<file path="config.mk">
export PLATFORM = sky130hd
export DESIGN_NAME = inert_spi_resp_flat
export DESIGN_NICKNAME = d
export VERILOG_FILES = /design/src/rtl/inert_spi_resp_if.sv /design/src/rtl/inert_spi_resp.sv /design/src/flat_wrapper.sv
export SDC_FILE = /design/constraint.sdc
export NUM_CORES = 1
export LEC_CHECK = 0
export BUFFER_PORTS_ARGS = -buffer_cell sky130_fd_sc_hd__buf_2
export CELL_PAD_IN_SITES_DETAIL_PLACEMENT = 2
export CELL_PAD_IN_SITES_GLOBAL_PLACEMENT = 2
export CORE_ASPECT_RATIO = 0.5
export CORE_MARGIN = 2
export CORE_UTILIZATION = 40
export DETAILED_ROUTE_END_ITERATION = 7
export PLACE_DENSITY = 0.85
export RECOVER_POWER = 50
export SYNTH_ARGS = -nofsm -noshare
export SYNTH_HDL_FRONTEND = slang
export SYNTH_SLANG_ARGS = --single-unit
</file>
<file path="constraint.sdc">
create_clock -name clk -period 3.13 [get_ports clk]
set_clock_uncertainty 0.15 [all_clocks]
set_input_delay 0.1565 -clock clk [delete_from_list [all_inputs] [get_ports clk]]
set_output_delay 0.1565 -clock clk [all_outputs]
set_load 0.01 [all_outputs]
</file>
<file path="src/rtl/inert_spi_resp_if.sv">
// SPI link between the inertial-interface master and the sensor responder.
interface inert_spi_resp_if;
    logic SS_n;
    logic SCLK;
    logic MOSI;
    logic MISO;

    modport master (output SS_n, output SCLK, output MOSI, input MISO);
    modport slave  (input SS_n, input SCLK, input MOSI, output MISO);
endinterface

</file>
<file path="src/rtl/inert_spi_resp.sv">
// SPI responder modelling the 6-axis inertial sensor: config registers, data readout and INT.
// Define INERT_WHOAMI_EN to add a read-only WHO_AM_I register (0x0F reads 8'h6A).
module inert_spi_resp #(
    parameter logic [6:0] DATA_BASE  = 7'h22,
    parameter logic [7:0] INT_EN_VAL = 8'h02
) (
    input  logic                clk,
    input  logic                rst_n,
    inert_spi_resp_if.slave     spi,
    output logic                INT,
    input  logic                smpl_vld,
    input  logic signed [15:0]  ptch_in,
    input  logic signed [15:0]  roll_in,
    input  logic signed [15:0]  yaw_in,
    input  logic signed [15:0]  ax_in,
    input  logic signed [15:0]  ay_in,
    output logic                cfg_done
);

    localparam logic [6:0] AddrIntEn = 7'h0D;
    localparam logic [6:0] AddrCfg10 = 7'h10;
    localparam logic [6:0] AddrCfg11 = 7'h11;
    localparam logic [6:0] AddrCfg14 = 7'h14;
    localparam logic [6:0] DataLast  = DATA_BASE + 7'd9;

    // Synchroniser chains; the third stage of SS_n/SCLK is only for edge detection.
    logic [2:0] ss_sync_q;
    logic [2:0] sclk_sync_q;
    logic [1:0] mosi_sync_q;

    logic ss_low, ss_fall, ss_rise, sclk_rise, sclk_fall;

    logic [4:0]  bit_cnt_q, bit_cnt_d;
    logic [15:0] rx_q, rx_d;
    logic [15:0] tx_q, tx_d;
    logic [15:0] rx_shift;

    logic [7:0]  int_en_q, int_en_d;
    logic [7:0]  cfg10_q, cfg10_d;
    logic [7:0]  cfg11_q, cfg11_d;
    logic [7:0]  cfg14_q, cfg14_d;
    logic [3:0]  cfg_wr_q, cfg_wr_d;

    logic [79:0] data_q, data_d;
    logic [79:0] pend_buf_q, pend_buf_d;
    logic        pend_vld_q, pend_vld_d;
    logic        burst_q, burst_d;
    logic        flush_q, flush_d;
    logic        int_pend_q, int_pend_d;

    logic [79:0] sample;
    logic [6:0]  rd_addr;
    logic [7:0]  rd_byte;

    logic        frame_ok, wr_commit, rd_commit, data_rd, last_rd, burst_now;
    logic [6:0]  cmd_addr;
    logic [7:0]  cmd_data;

    assign ss_low    = ~ss_sync_q[1];
    assign ss_fall   = ~ss_sync_q[1] &  ss_sync_q[2];
    assign ss_rise   =  ss_sync_q[1] & ~ss_sync_q[2];
    assign sclk_rise =  sclk_sync_q[1] & ~sclk_sync_q[2];
    assign sclk_fall = ~sclk_sync_q[1] &  sclk_sync_q[2];

    assign rx_shift = {rx_q[14:0], mosi_sync_q[1]};
    assign rd_addr  = rx_shift[6:0];
    assign cmd_addr = rx_q[14:8];
    assign cmd_data = rx_q[7:0];

    // Little-endian byte image: byte 0 is ptch low, byte 9 is ay high.
    assign sample = {ay_in, ax_in, yaw_in, roll_in, ptch_in};

    // Register read mux, addressed by the command byte as it completes.
    always_comb begin
        rd_byte = 8'h00;
        unique case (rd_addr)
            AddrIntEn: rd_byte = int_en_q;
            AddrCfg10: rd_byte = cfg10_q;
            AddrCfg11: rd_byte = cfg11_q;
            AddrCfg14: rd_byte = cfg14_q;
`ifdef INERT_WHOAMI_EN
            7'h0F:     rd_byte = 8'h6A;
`endif
            default: begin
                for (int i = 0; i < 10; i++) begin
                    if (rd_addr == DATA_BASE + 7'(i)) rd_byte = data_q[8*i +: 8];
                end
            end
        endcase
    end

    always_comb begin
        bit_cnt_d  = bit_cnt_q;
        rx_d       = rx_q;
        tx_d       = tx_q;
        int_en_d   = int_en_q;
        cfg10_d    = cfg10_q;
        cfg11_d    = cfg11_q;
        cfg14_d    = cfg14_q;
        cfg_wr_d   = cfg_wr_q;
        data_d     = data_q;
        pend_buf_d = pend_buf_q;
        pend_vld_d = pend_vld_q;
        burst_d    = burst_q;
        flush_d    = 1'b0;
        int_pend_d = int_pend_q;

        // Shift engine
        if (ss_fall) begin
            bit_cnt_d = 5'd0;
            tx_d      = 16'h0000;
        end else if (ss_low) begin
            if (sclk_rise) begin
                rx_d = rx_shift;
                if (bit_cnt_q != 5'd31) bit_cnt_d = bit_cnt_q + 5'd1;
                if (bit_cnt_q == 5'd7 && rx_shift[7]) tx_d = {rd_byte, 8'h00};
            end else if (sclk_fall && bit_cnt_q != 5'd8) begin
                // The fall after the address byte holds, so the loaded MSB is driven for bit 7.
                tx_d = {tx_q[14:0], 1'b0};
            end
        end

        // Frame commit
        frame_ok  = ss_rise && (bit_cnt_q == 5'd16);
        wr_commit = frame_ok & ~rx_q[15];
        rd_commit = frame_ok &  rx_q[15];
        data_rd   = rd_commit && (cmd_addr >= DATA_BASE) && (cmd_addr <= DataLast);
        last_rd   = rd_commit && (cmd_addr == DataLast);

        if (wr_commit) begin
            unique case (cmd_addr)
                AddrIntEn: begin int_en_d = cmd_data; cfg_wr_d[0] = 1'b1; end
                AddrCfg10: begin cfg10_d  = cmd_data; cfg_wr_d[1] = 1'b1; end
                AddrCfg11: begin cfg11_d  = cmd_data; cfg_wr_d[2] = 1'b1; end
                AddrCfg14: begin cfg14_d  = cmd_data; cfg_wr_d[3] = 1'b1; end
                default: ;
            endcase
        end

        // Sample handling: a burst in progress defers new samples to the pending buffer.
        burst_now = burst_q | data_rd;

        if (flush_q) begin
            data_d     = pend_buf_q;
            pend_vld_d = 1'b0;
            int_pend_d = 1'b1;
        end

        if (data_rd) burst_d = 1'b1;

        if (last_rd) begin
            burst_d    = 1'b0;
            int_pend_d = 1'b0;
            flush_d    = pend_vld_q | smpl_vld;
        end

        if (smpl_vld) begin
            if (burst_now) begin
                pend_buf_d = sample;
                pend_vld_d = 1'b1;
            end else begin
                data_d     = sample;
                int_pend_d = 1'b1;
            end
        end
    end

    always_ff @(posedge clk or negedge rst_n) begin
        if (!rst_n) begin
            ss_sync_q   <= 3'b111;
            sclk_sync_q <= 3'b111;
            mosi_sync_q <= 2'b00;
            bit_cnt_q   <= 5'd0;
            rx_q        <= 16'h0000;
            tx_q        <= 16'h0000;
            int_en_q    <= 8'h00;
            cfg10_q     <= 8'h00;
            cfg11_q     <= 8'h00;
            cfg14_q     <= 8'h00;
            cfg_wr_q    <= 4'b0000;
            data_q      <= 80'h0;
            pend_buf_q  <= 80'h0;
            pend_vld_q  <= 1'b0;
            burst_q     <= 1'b0;
            flush_q     <= 1'b0;
            int_pend_q  <= 1'b0;
        end else begin
            ss_sync_q   <= {ss_sync_q[1:0], spi.SS_n};
            sclk_sync_q <= {sclk_sync_q[1:0], spi.SCLK};
            mosi_sync_q <= {mosi_sync_q[0], spi.MOSI};
            bit_cnt_q   <= bit_cnt_d;
            rx_q        <= rx_d;
            tx_q        <= tx_d;
            int_en_q    <= int_en_d;
            cfg10_q     <= cfg10_d;
            cfg11_q     <= cfg11_d;
            cfg14_q     <= cfg14_d;
            cfg_wr_q    <= cfg_wr_d;
            data_q      <= data_d;
            pend_buf_q  <= pend_buf_d;
            pend_vld_q  <= pend_vld_d;
            burst_q     <= burst_d;
            flush_q     <= flush_d;
            int_pend_q  <= int_pend_d;
        end
    end

    assign spi.MISO = ss_low & tx_q[15];
    assign INT      = int_pend_q & (int_en_q == INT_EN_VAL);
    assign cfg_done = &cfg_wr_q;

endmodule

</file>
<file path="src/flat_wrapper.sv">
// flat-port wrapper written by rule: the top's interface ports become plain ports
module inert_spi_resp_flat 
#(
    parameter logic [6:0] DATA_BASE  = 7'h22,
    parameter logic [7:0] INT_EN_VAL = 8'h02
)
  (clk, rst_n, INT, smpl_vld, ptch_in, roll_in, yaw_in, ax_in, ay_in, cfg_done, spi_SS_n, spi_SCLK, spi_MOSI, spi_MISO);
  inert_spi_resp_if spi_i ();
  input  logic clk;
  input  logic rst_n;
  output logic INT;
  input  logic smpl_vld;
  input  logic signed [15:0] ptch_in;
  input  logic signed [15:0] roll_in;
  input  logic signed [15:0] yaw_in;
  input  logic signed [15:0] ax_in;
  input  logic signed [15:0] ay_in;
  output logic cfg_done;
  input wire logic [$bits(spi_i.SS_n)-1:0] spi_SS_n;
  input wire logic [$bits(spi_i.SCLK)-1:0] spi_SCLK;
  input wire logic [$bits(spi_i.MOSI)-1:0] spi_MOSI;
  output wire logic [$bits(spi_i.MISO)-1:0] spi_MISO;
  assign spi_i.SS_n = spi_SS_n;
  assign spi_i.SCLK = spi_SCLK;
  assign spi_i.MOSI = spi_MOSI;
  assign spi_MISO = spi_i.MISO;
  inert_spi_resp #(.DATA_BASE(DATA_BASE), .INT_EN_VAL(INT_EN_VAL)) u_core (.clk(clk), .rst_n(rst_n), .spi(spi_i), .INT(INT), .smpl_vld(smpl_vld), .ptch_in(ptch_in), .roll_in(roll_in), .yaw_in(yaw_in), .ax_in(ax_in), .ay_in(ay_in), .cfg_done(cfg_done));
endmodule
</file>
## Word-level counts from Yosys, hierarchy flattened

Cells that the tools add are included.

- Output and inout port bits: 3
- Register bits: 245
- Word-level logic and storage cells: 117

- Order comparisons: 2
- Bitwise operators: 16
- Equal/unequal tests: 26
- Muxes and demuxes: 33
- Add/subtract/negate cells: 1
- Reduce and logical (&&, ||, !) cells: 19

Operators by type and width:

| kind | number |
|---|---|
| $mux 80 | 3 |
| $mux 16 | 5 |
| $mux 8 | 10 |
| $eq 7x6->1 const B | 11 |
| $eq 7x5->1 const B | 6 |
| $pmux 8 s4 | 1 |
| $mux 5 | 4 |
| $eq 7x4->1 const B | 2 |
| $mux 1 | 10 |
| $reduce_and 2->1 | 5 |
| $reduce_and 3->1 | 3 |
| $and 1x1->1 | 8 |
| $eq 8x2->1 const B | 1 |
| $ge 7x6->1 const B | 1 |
| $le 7x6->1 const B | 1 |
| $logic_and 1x1->1 | 6 |
| $not 1->1 | 6 |
| $reduce_bool 2->1 | 3 |
| $add 5x1->5 const B | 1 |
| $eq 5x3->1 const B | 1 |
| $eq 5x5->1 const B | 1 |
| $ne 5x4->1 const B | 1 |
| $ne 5x5->1 const B | 1 |
| $reduce_and 4->1 | 1 |
| 4 further kinds | 5 |

## Longest topological paths before layout

Gate-level depths: netlist of run 1.

- Word-level depth: 16
- Gate-level depth with buffers: 11
- Mapped depth without buffers: 8

## Worst setup path after synthesis of run 1

No wires, ideal clock.

- Kind: reg-to-reg
- Start point: register u_core.ss_sync_q[1]
- End point: register u_core.int_en_q[0]
- Clock period less this slack: 2.599 ns
- Buffers on the path: 3
- Stages on the path, launching flop included: 8
- Library setup time: 0.125 ns
- Arrival time: 2.324 ns
- Setup slack: 0.531 ns
- Data required time: 2.855 ns
- Cells stage by stage: dfstp_2 clkbuf_1 nand4b_1 or3_1 buf_2 or4b_4 buf_6 mux2_4

- Cells in the longest elaborated chain, start to end: 4

RTL lines:

| what | RTL line | text |
|---|---|---|
| start: declaration | inert_spi_resp.sv:27 | `logic [2:0] ss_sync_q;` |
| start signal: assignment | inert_spi_resp.sv:188 | `ss_sync_q <= {ss_sync_q[1:0], spi.SS_n};` |
| $and 1x1->1 | inert_spi_resp.sv:61 | `assign ss_rise = ss_sync_q[1] & ~ss_sync_q[2];` |
| $logic_and 1x1->1 | inert_spi_resp.sv:124 | `frame_ok = ss_rise && (bit_cnt_q == 5'd16);` |
| $and 1x1->1 | inert_spi_resp.sv:125 | `wr_commit = frame_ok & ~rx_q[15];` |
| $reduce_and 2->1 (no source line) | n/a |  |
| end signal: assignment | inert_spi_resp.sv:194 | `int_en_q <= int_en_d;` |
| end: declaration | inert_spi_resp.sv:38 | `logic [7:0] int_en_q, int_en_d;` |

Every way passes these cells.
A chain may end at the register's enable or synchronous reset.

## Final worst setup path of run 1

- Start point: register u_core.mosi_sync_q[1]
- End point: register u_core.tx_q[14]

- Cells in the longest elaborated chain, start to end: 16

RTL lines:

| what | RTL line | text |
|---|---|---|
| start: declaration | inert_spi_resp.sv:29 | `logic [1:0] mosi_sync_q;` |
| start signal: assignment | inert_spi_resp.sv:190 | `mosi_sync_q <= {mosi_sync_q[0], spi.MOSI};` |
| $eq 7x6->1 | inert_spi_resp.sv:86 | `if (rd_addr == DATA_BASE + 7'(i)) rd_byte = data_q[8*i +: 8];` |
| $mux 8 (10 in a row) | inert_spi_resp.sv:86 |  |
| $pmux 8 s4 * | inert_spi_resp.sv:76 | `unique case (rd_addr)` |
| $mux 16 * | inert_spi_resp.sv:116 | `if (bit_cnt_q == 5'd7 && rx_shift[7]) tx_d = {rd_byte, 8'h00};` |
| $mux 16 * | inert_spi_resp.sv:113 | `if (sclk_rise) begin` |
| $mux 16 * | inert_spi_resp.sv:112 | `end else if (ss_low) begin` |
| $mux 16 * | inert_spi_resp.sv:109 | `if (ss_fall) begin` |
| end signal: assignment | inert_spi_resp.sv:193 | `tx_q <= tx_d;` |
| end: declaration | inert_spi_resp.sv:35 | `logic [15:0] tx_q, tx_d;` |

Every way passes the cells marked *; elsewhere a longest branch is shown, timed or not. The select of a mux whose other input is x is not followed.

==> run summary, run 1 <==
* **H-tree level count** 1
* **die outline area** 29000 um2
* **net count of the mapped netlist** 1038
* **number of library cell types mapped by synthesis** 62
* **post-CTS setup buffers** 0
* **transition time of the tightest slew-check pin** 1750 ps
* **routed via count divided by cell count** 6.34
* **chain of cells forming the critical path** clkinv_1, buf_4, o311ai_0, a21oi_1, a2111oi_0, o21ai_0
* **total length of routed wires** 50100 um
* **global-route wire length before repair** 72300 um
* **clk_lat worst skew** 550 ps
* **largest fanout on the critical path** 16
* **total CTS buffers** 24
* **slowest cell on the critical path** sky130_fd_sc_hd__a2111oi_0
* **Layout fillers** 2550
* **count of flip-flops with a built-in enable after synthesis** 0
* **area leader, netlist** sky130_fd_sc_hd__dfrtp_1
* **DRC violation count after routing** 0
* **Starting Density** 41.2%
* **GR Overflow Total** 0
* **area inside the core boundary** 26700 um2
* **main area contributors after synthesis** sky130_fd_sc_hd__dfrtp_1 52%, sky130_fd_sc_hd__mux2_2 12%, sky130_fd_sc_hd__mux2i_1 9.5%
* **multiplexer fraction of the synthesized cell area** 23.2%
* **final count of pins violating max slew** 56
* **post-synthesis instance area** 11000 um2
* **Worst Path Required** 3360 ps
* **number of design-rule violations left by the first detailed-router iteration** 1001
* **via count of the first global-routing pass** 10574
* **max_slew headroom** -16.5%
* **parity-gate share of the synthesized area counting xor and xnor cells** 0.239%
* **commonest non-fill, non-tap cell in the layout** sky130_fd_sc_hd__dfrtp_1
* **area share of and/or/nand/nor cells after synthesis** 9.95%
* **Rows** 42
* **total iterations of the first detailed-routing run** 5
* **multi-input logic area** 4810 um2
* **number of nets with antenna violations after routing** 0
* **Port-buffer cells** 88
* **failing checks** capacitance limit, slew limit, setup timing
* **post-CTS clock slew at the launch and capture registers of the worst setup and hold paths** 70 ps
* **number of hold violations in the final report** 0
* **largest family of logic cells by synthesized area** multiplexers
* **cell area power density** 605 nW/um2
* **sort of element at the end of the critical path** flop
* **combined flip-flop and latch cell area** 5940 um2
* **maximum count of clock buffers along a single path** 3
* **element type at the critical path start** flop
* **num ports** 89
* **total of warnings raised by yosys** 0
* **die boundary width** 239 um
* **minimum clock period** 3270 ps
* **Mean Syn Cell Area** 11.6 um2
* **post-synthesis async set-or-reset flop share** 100%
* **clock tree from TritonCTS** built
* **largest stage delay on the critical path** 760 ps
* **overall die height** 121 um
* **Yosys reg bits** 237
* **adder-cell share of the synthesized area** 0.341%
* **highest achievable clock rate** 306 MHz
* **net count reported at finish** 1201
* **synthesized instance count** 949
* **total number of vias** 9406
* **combined global-route utilization of all metal layers** 34.0%
* **overall power of the completed layout** 8.21 mW
* **buffer cell driving the clock tree root** sky130_fd_sc_hd__clkbuf_16
* **final setup margin** -139 ps
* **total leakage power** 6.01 nW
* **proportion of layout cells with a drive suffix above 1** 27.1%
* **weighted congestion reported at the end of routability-driven placement** 0.872
* **highest-count cells in the layout ignoring fill and taps** 229 x sky130_fd_sc_hd__dfrtp_1, 122 x sky130_fd_sc_hd__mux2_2, 112 x sky130_fd_sc_hd__nand2_1
* **sequential element share of the synthesized area** 53.9%
* **worst IR drop on VDD** 0.394 mV
* **hold crit path type** primary input to async pin
* **clk sinks** 237
* **final setup violation count** 3
* **max-capacitance violation count** 2
* **estimated wirelength of the detail-placed design** 23700 um
* **antenna violations before repair** 1
* **final routed wire length divided by cell count** 33.7 um
* **Synth Flop Type** sky130_fd_sc_hd__dfrtp_1
* **type of the worst setup path** flop to flop
* **crit path DAT** 3500 ps
* **compound-cell area share of the yosys netlist** 9.61%
* **pin count of the biggest net entering global routing** 93
* **setup slack of the most critical reg-to-reg path** -140 ps
* **Setup TNS** -243 ps
* **final clock period utilization by the worst path** 104%
* **top cell type's share of synthesized area** 52.5%
* **fin util** 50.7%
* **result of the run** finished with violations
* **Area growth syn-to-layout** 23.2%
Yosys cell counts (all sizes together) (3+ instances only):
master	n
dfrtp	231
mux2	129
nand2	112
mux2i	105
o21ai	104
clkbuf	37
nor2	27
buf	26
a21oi	20
nand2b	12
inv	9
nand3	9
nor2b	9
nor3	8
nor4	7
or3	7
a221oi	6
dfstp	6
a31oi	5
o211ai	5
o22ai	5
o31ai	4
o32ai	4
or2	4
a211oi	3
a221o	3
a22oi	3
and2	3
ha	3
nand3b	3
nand4	3
nor4b	3
final timing paths:
check,start,depth (start not counted),end
min in group clk,spi_MOSI,2,u_core.mosi_sync_q[0]
worst min-delay path,rst_n,2,u_core.pend_buf_q[44]
max in group asynchronous,rst_n,3,u_core.pend_buf_q[35]
worst max register to register,u_core.mosi_sync_q[1],6,u_core.tx_q[14]
worst max-delay path,u_core.mosi_sync_q[1],6,u_core.tx_q[14]
worst min register to register,u_core.ss_sync_q[0],0,u_core.ss_sync_q[1]
cells by family after synthesis:
| logic type | count (synthesis) |
|---|---|
| adder cells (fa/ha/maj) | 3 |
| buffers and inverters | 73 |
| AO/OA/AOI/OAI | 178 |
| flip-flops | 237 |
| multiplexers | 235 |
| AND/OR/NAND/NOR | 220 |
| XOR/XNOR | 3 |
area by class of cell:
class                   instances  share of cell area (%)
clock inverters                 9                   0.728
inverters                      10                   0.277
flip-flops and latches        237                    43.8
diodes                          2                  0.0369
repair buffers                200                    11.3
multi-input cells             639                    35.5
well taps                     352                    3.25
clock buffers                  35                    5.18
routing by layer:
metal | GRT usage (%) | routed length, um
met1 | 42.3 | 19700
met2 | 57.9 | 24100
met3 | 6.46 | 3470
met4 | 15.2 | 2860
met5 | 0 | 0
state kept, by name, indices dropped and copies added, names as in the netlist:
signal and count:
u_core.flush_q 1, u_core.pend_buf_q 80, u_core.int_en_q 8, u_core.bit_cnt_q 5, u_core.mosi_sync_q 2, u_core.int_pend_q 1, u_core.cfg10_q 8, u_core.data_q 80
u_core.cfg11_q 8, u_core.sclk_sync_q 3, u_core.cfg_wr_q 4, u_core.rx_q 16, u_core.pend_vld_q 1, u_core.tx_q 8, u_core.ss_sync_q 3, u_core.burst_q 1
u_core.cfg14_q 8
per-stage QoR:
| stage | setup WS [ps] | hold slack, ps | cell area [um2] | instances |
|---|---|---|---|---|
| 5_1_grt | -431 | 130 | 13600 | 1483 |
| 2_1_floorplan | 531 | -289 | 11000 | 949 |
| 6_report | -139 | 87.0 | 13600 | 1484 |
| 3_5_place_dp | 277 | 105 | 11900 | 1353 |
| 4_1_cts | 150 | 103 | 13600 | 1482 |
| 3_3_place_gp | 535 | 81.8 | 11900 | 1353 |
timing repair:
item | CTS | global route
resized for setup | 0 | 7
setup endpoints to repair | 0 | 57
hold buffers | 85 | 0
endpoints found under the hold margin | 252 | 0
critical path: cells and delay by family (launching register included):
kind,cells,cell delay [ps]
flops,1,650
buf+inv,2,500
compound gates,4,1780
power by group:
group | switching [mW] | leakage (nW) | internal, mW
Combinational | 0.936 | 2.58 | 0.505
Sequential | 0.285 | 3.03 | 3.26
Clock | 1.49 | 0.400 | 1.73
Total | 2.71 | 6.01 | 5.50
Power figures use the tool's default switching activity.
==> run 2: changes to the inputs <==
==> constraint.sdc (replaced) <==
create_clock -name clk -period 3.13 [get_ports clk]
set_clock_uncertainty 0.15 [all_clocks]
set_input_delay 0 -clock clk [delete_from_list [all_inputs] [get_ports clk]]
set_output_delay 0 -clock clk [all_outputs]
set_load 0.01 [all_outputs]
==> run summary, run 2 (synthesized netlist as in run 1, its figures left out) <==
* **Area growth syn-to-layout** 23.4%, was 23.2%
* **slowest cell on the critical path** sky130_fd_sc_hd__dfrtp_1, was sky130_fd_sc_hd__a2111oi_0
* **overall die height** 121 um, unchanged
* **final routed wire length divided by cell count** 33.0 um, was 33.7 um
* **fin util** 50.8%, was 50.7%
* **total leakage power** 6.02 nW, was 6.01 nW
* **number of hold violations in the final report** 0, unchanged
* **net count reported at finish** 1206, was 1201
* **worst setup path start** u_core.rx_q[1], was u_core.mosi_sync_q[1]
* **combinational share of power** 17.9%, was 17.6%
* **highest-count cells in the layout ignoring fill and taps** 229 x sky130_fd_sc_hd__dfrtp_1, 122 x sky130_fd_sc_hd__mux2_2, 112 x sky130_fd_sc_hd__nand2_1, unchanged
* **buffer cell driving the clock tree root** sky130_fd_sc_hd__clkbuf_16, unchanged
* **worst IR drop on VDD** 0.426 mV, was 0.394 mV
* **clock tree from TritonCTS** built, unchanged
* **highest achievable clock rate** 329 MHz, was 306 MHz
* **estimated wirelength of the detail-placed design** 23400 um, was 23700 um
* **number of nets with antenna violations after routing** 0, unchanged
* **RSZ-0062 raised after global routing** false
* **clk_lat worst skew** 550 ps, about the same
* **sort of element at the end of the critical path** flop, unchanged
* **overall power of the completed layout** 7.97 mW, was 8.21 mW
* **post-CTS clock slew at the launch and capture registers of the worst setup and hold paths** 70 ps, about the same
* **relative contribution of the clock network to total power** 37.5%, was 39.3%
* **Hold Path Cell Cnt** 4
* **crit path DAT** 3270 ps, was 3500 ps
* **final clock period utilization by the worst path** 97.1%, was 104%
* **fraction of power consumed by sequential logic** 44.6%, was 43.2%
* **Starting Density** 41.2%, unchanged
* **type of the worst setup path** flop to flop, unchanged
* **combined global-route utilization of all metal layers** 34.0%, about the same
* **failing checks** capacitance limit, slew limit, was capacitance limit, slew limit, setup timing
* **transition time of the tightest slew-check pin** 2520 ps, was 1750 ps
* **leading registers by flop count** u_core.data_q (80), u_core.pend_buf_q (80), u_core.rx_q (16), unchanged
* **commonest non-fill, non-tap cell in the layout** sky130_fd_sc_hd__dfrtp_1, unchanged
* **buffer and inverter count on the worst path** 0, was 2
* **chain of cells forming the critical path** nand2b_1, or4_1, o21ai_0, nor2_1, a211oi_1, o31ai_1, was clkinv_1, buf_4, o311ai_0, a21oi_1, a2111oi_0, o21ai_0
* **Rows** 42, unchanged
* **setup slack of the most critical reg-to-reg path** 90 ps, was -140 ps
* **maximum count of clock buffers along a single path** 3, unchanged
* **largest stage delay on the critical path** 740 ps, was 760 ps
* **result of the run** finished with violations, unchanged
* **antenna violations before repair** 0, was 1
* **reg-to-reg critical path startpoint** u_core.rx_q[1], was u_core.mosi_sync_q[1]
* **total CTS buffers** 23, was 24
* **element type at the critical path start** flop, unchanged
* **total number of vias** 9377, was 9406
* **largest fanout on the critical path** 13, was 16
* **family with the most delay on the worst path** simple AND/OR/NAND/NOR gates, was compound AO/OA/AOI/OAI gates
* **weighted congestion reported at the end of routability-driven placement** 0.858, was 0.872
* **H-tree level count** 1, unchanged
* **global-route wire length before repair** 72400 um, was 72300 um
* **via count of the first global-routing pass** 10428, was 10574
* **GR Overflow Total** 0, unchanged
* **num ports** 89, unchanged
* **pin count of the biggest net entering global routing** 104, was 93
* **final count of pins violating max slew** 104, was 56
* **max_slew headroom** -68.2%, was -16.5%
* **Setup TNS** 0 ps, was -243 ps
* **total length of routed wires** 49100 um, was 50100 um
* **fraction of power spent switching nets** 32.5%, was 33.0%
* **hold slack final** 77.0 ps, was 87.0 ps
* **hold crit path type** primary input to flop, was primary input to async pin
* **area inside the core boundary** 26700 um2, unchanged
* **DRC violation count after routing** 0, unchanged
* **internal power contribution** 5.38 mW, was 5.50 mW
* **worst min-delay path endpoint** u_core.data_q[33]
* **clk sinks** 237, unchanged
* **die boundary width** 239 um, unchanged
* **total iterations of the first detailed-routing run** 5, unchanged
* **Switching Power** 2.59 mW, was 2.71 mW
* **FF-to-FF End** u_core.tx_q[9], was u_core.tx_q[14]
* **HP Start** yaw_in[1]
* **die outline area** 29000 um2, unchanged
* **routed via count divided by cell count** 6.31, was 6.34
* **number of design-rule violations left by the first detailed-router iteration** 1112, was 1001
* **Port-buffer cells** 88, unchanged
* **Worst Path Required** 3360 ps, about the same
* **minimum clock period** 3040 ps, was 3270 ps
* **depth of the most critical reg-to-reg path** 6, unchanged
* **proportion of layout cells with a drive suffix above 1** 27.3%, was 27.1%
* **cell area power density** 586 nW/um2, was 605 nW/um2
* **max-capacitance violation count** 1, was 2
* **final setup violation count** 0, was 3
run 2: cell count changes in the layout (fill, tap and decap cells not counted), moves of 2 or more:
cell,previous run,this run
sky130_fd_sc_hd__dlygate4sd3_1,85,88
sky130_fd_sc_hd__clkinv_2,6,3
sky130_fd_sc_hd__buf_12,3,5
sky130_fd_sc_hd__and2_2,0,2
sky130_fd_sc_hd__clkbuf_4,0,2
sky130_fd_sc_hd__buf_2,87,89
sky130_fd_sc_hd__clkbuf_8,4,7
sky130_fd_sc_hd__clkbuf_16,25,23
sky130_fd_sc_hd__clkbuf_2,2,0
run 2: worst max-delay path by stage:
stage / to / depth (start not counted)
2_1_floorplan: u_core.int_en_q[0] / 7
3_3_place_gp: u_core.data_q[31] / 8
3_5_place_dp: u_core.tx_q[12] / 8
4_1_cts: u_core.data_q[18] / 6
5_1_grt: u_core.flush_q / 3
6_report: u_core.tx_q[9] / 6
run 2: worst register-to-register path, delay by kind of cell, from the launching register on:
family / cells / cell delay [ps]
flops: 1 / 740
compound gates: 3 / 920
simple gates: 3 / 1060
run 2: final cells by class:
class,instances,area [um2]
multi-input combinational,641,4830
clock buffer,37,698
antenna,1,2.50
timing repair buffer,204,1600
sequential,237,5940
fill,2541,13200
tap,352,440
clock inverter,4,45.0
inverter,10,37.5
run 2: power groups by stage:
stage | clock (mW) | sequential (mW) | combinational (mW)
3_5_place_dp | 0 | 3.54 | 1.13
5_1_grt | 3.10 | 3.55 | 1.48
3_3_place_gp | 0 | 3.51 | 1.05
4_1_cts | 2.90 | 3.50 | 1.29
2_1_floorplan | 0 | 3.41 | 0.699
6_report | 2.99 | 3.55 | 1.43
run 2: what timing repair did:
item | CTS | global route
hold endpoints to repair | 264 | 0
setup buffers | 0 | 0
hold buffers | 88 | 0
resized for setup | 0 | 8
endpoints found under the setup margin | 0 | 127
run 2: routing by layer:
metal | vias up | global-route usage, % | wire length (um) | part of all wire, %
li1 | 3738 | - | - | -
met3 | 194 | 6.73 | 3260 | 6.6
met2 | 523 | 57.9 | 23300 | 48
met5 | - | 0 | 0 | 0
met1 | 4922 | 42.5 | 20000 | 41
met4 | 0 | 14.7 | 2500 | 5.1
run 2: per-stage QoR:
step	std cells	worst slack (ps)	area (um2)
after detailed placement	1354	356	11900
after global routing	1485	47.7	13600
after global placement	1354	523	11900
final	1486	90.2	13600
after CTS	1483	38.3	13600
after floorplan	949	531	11000
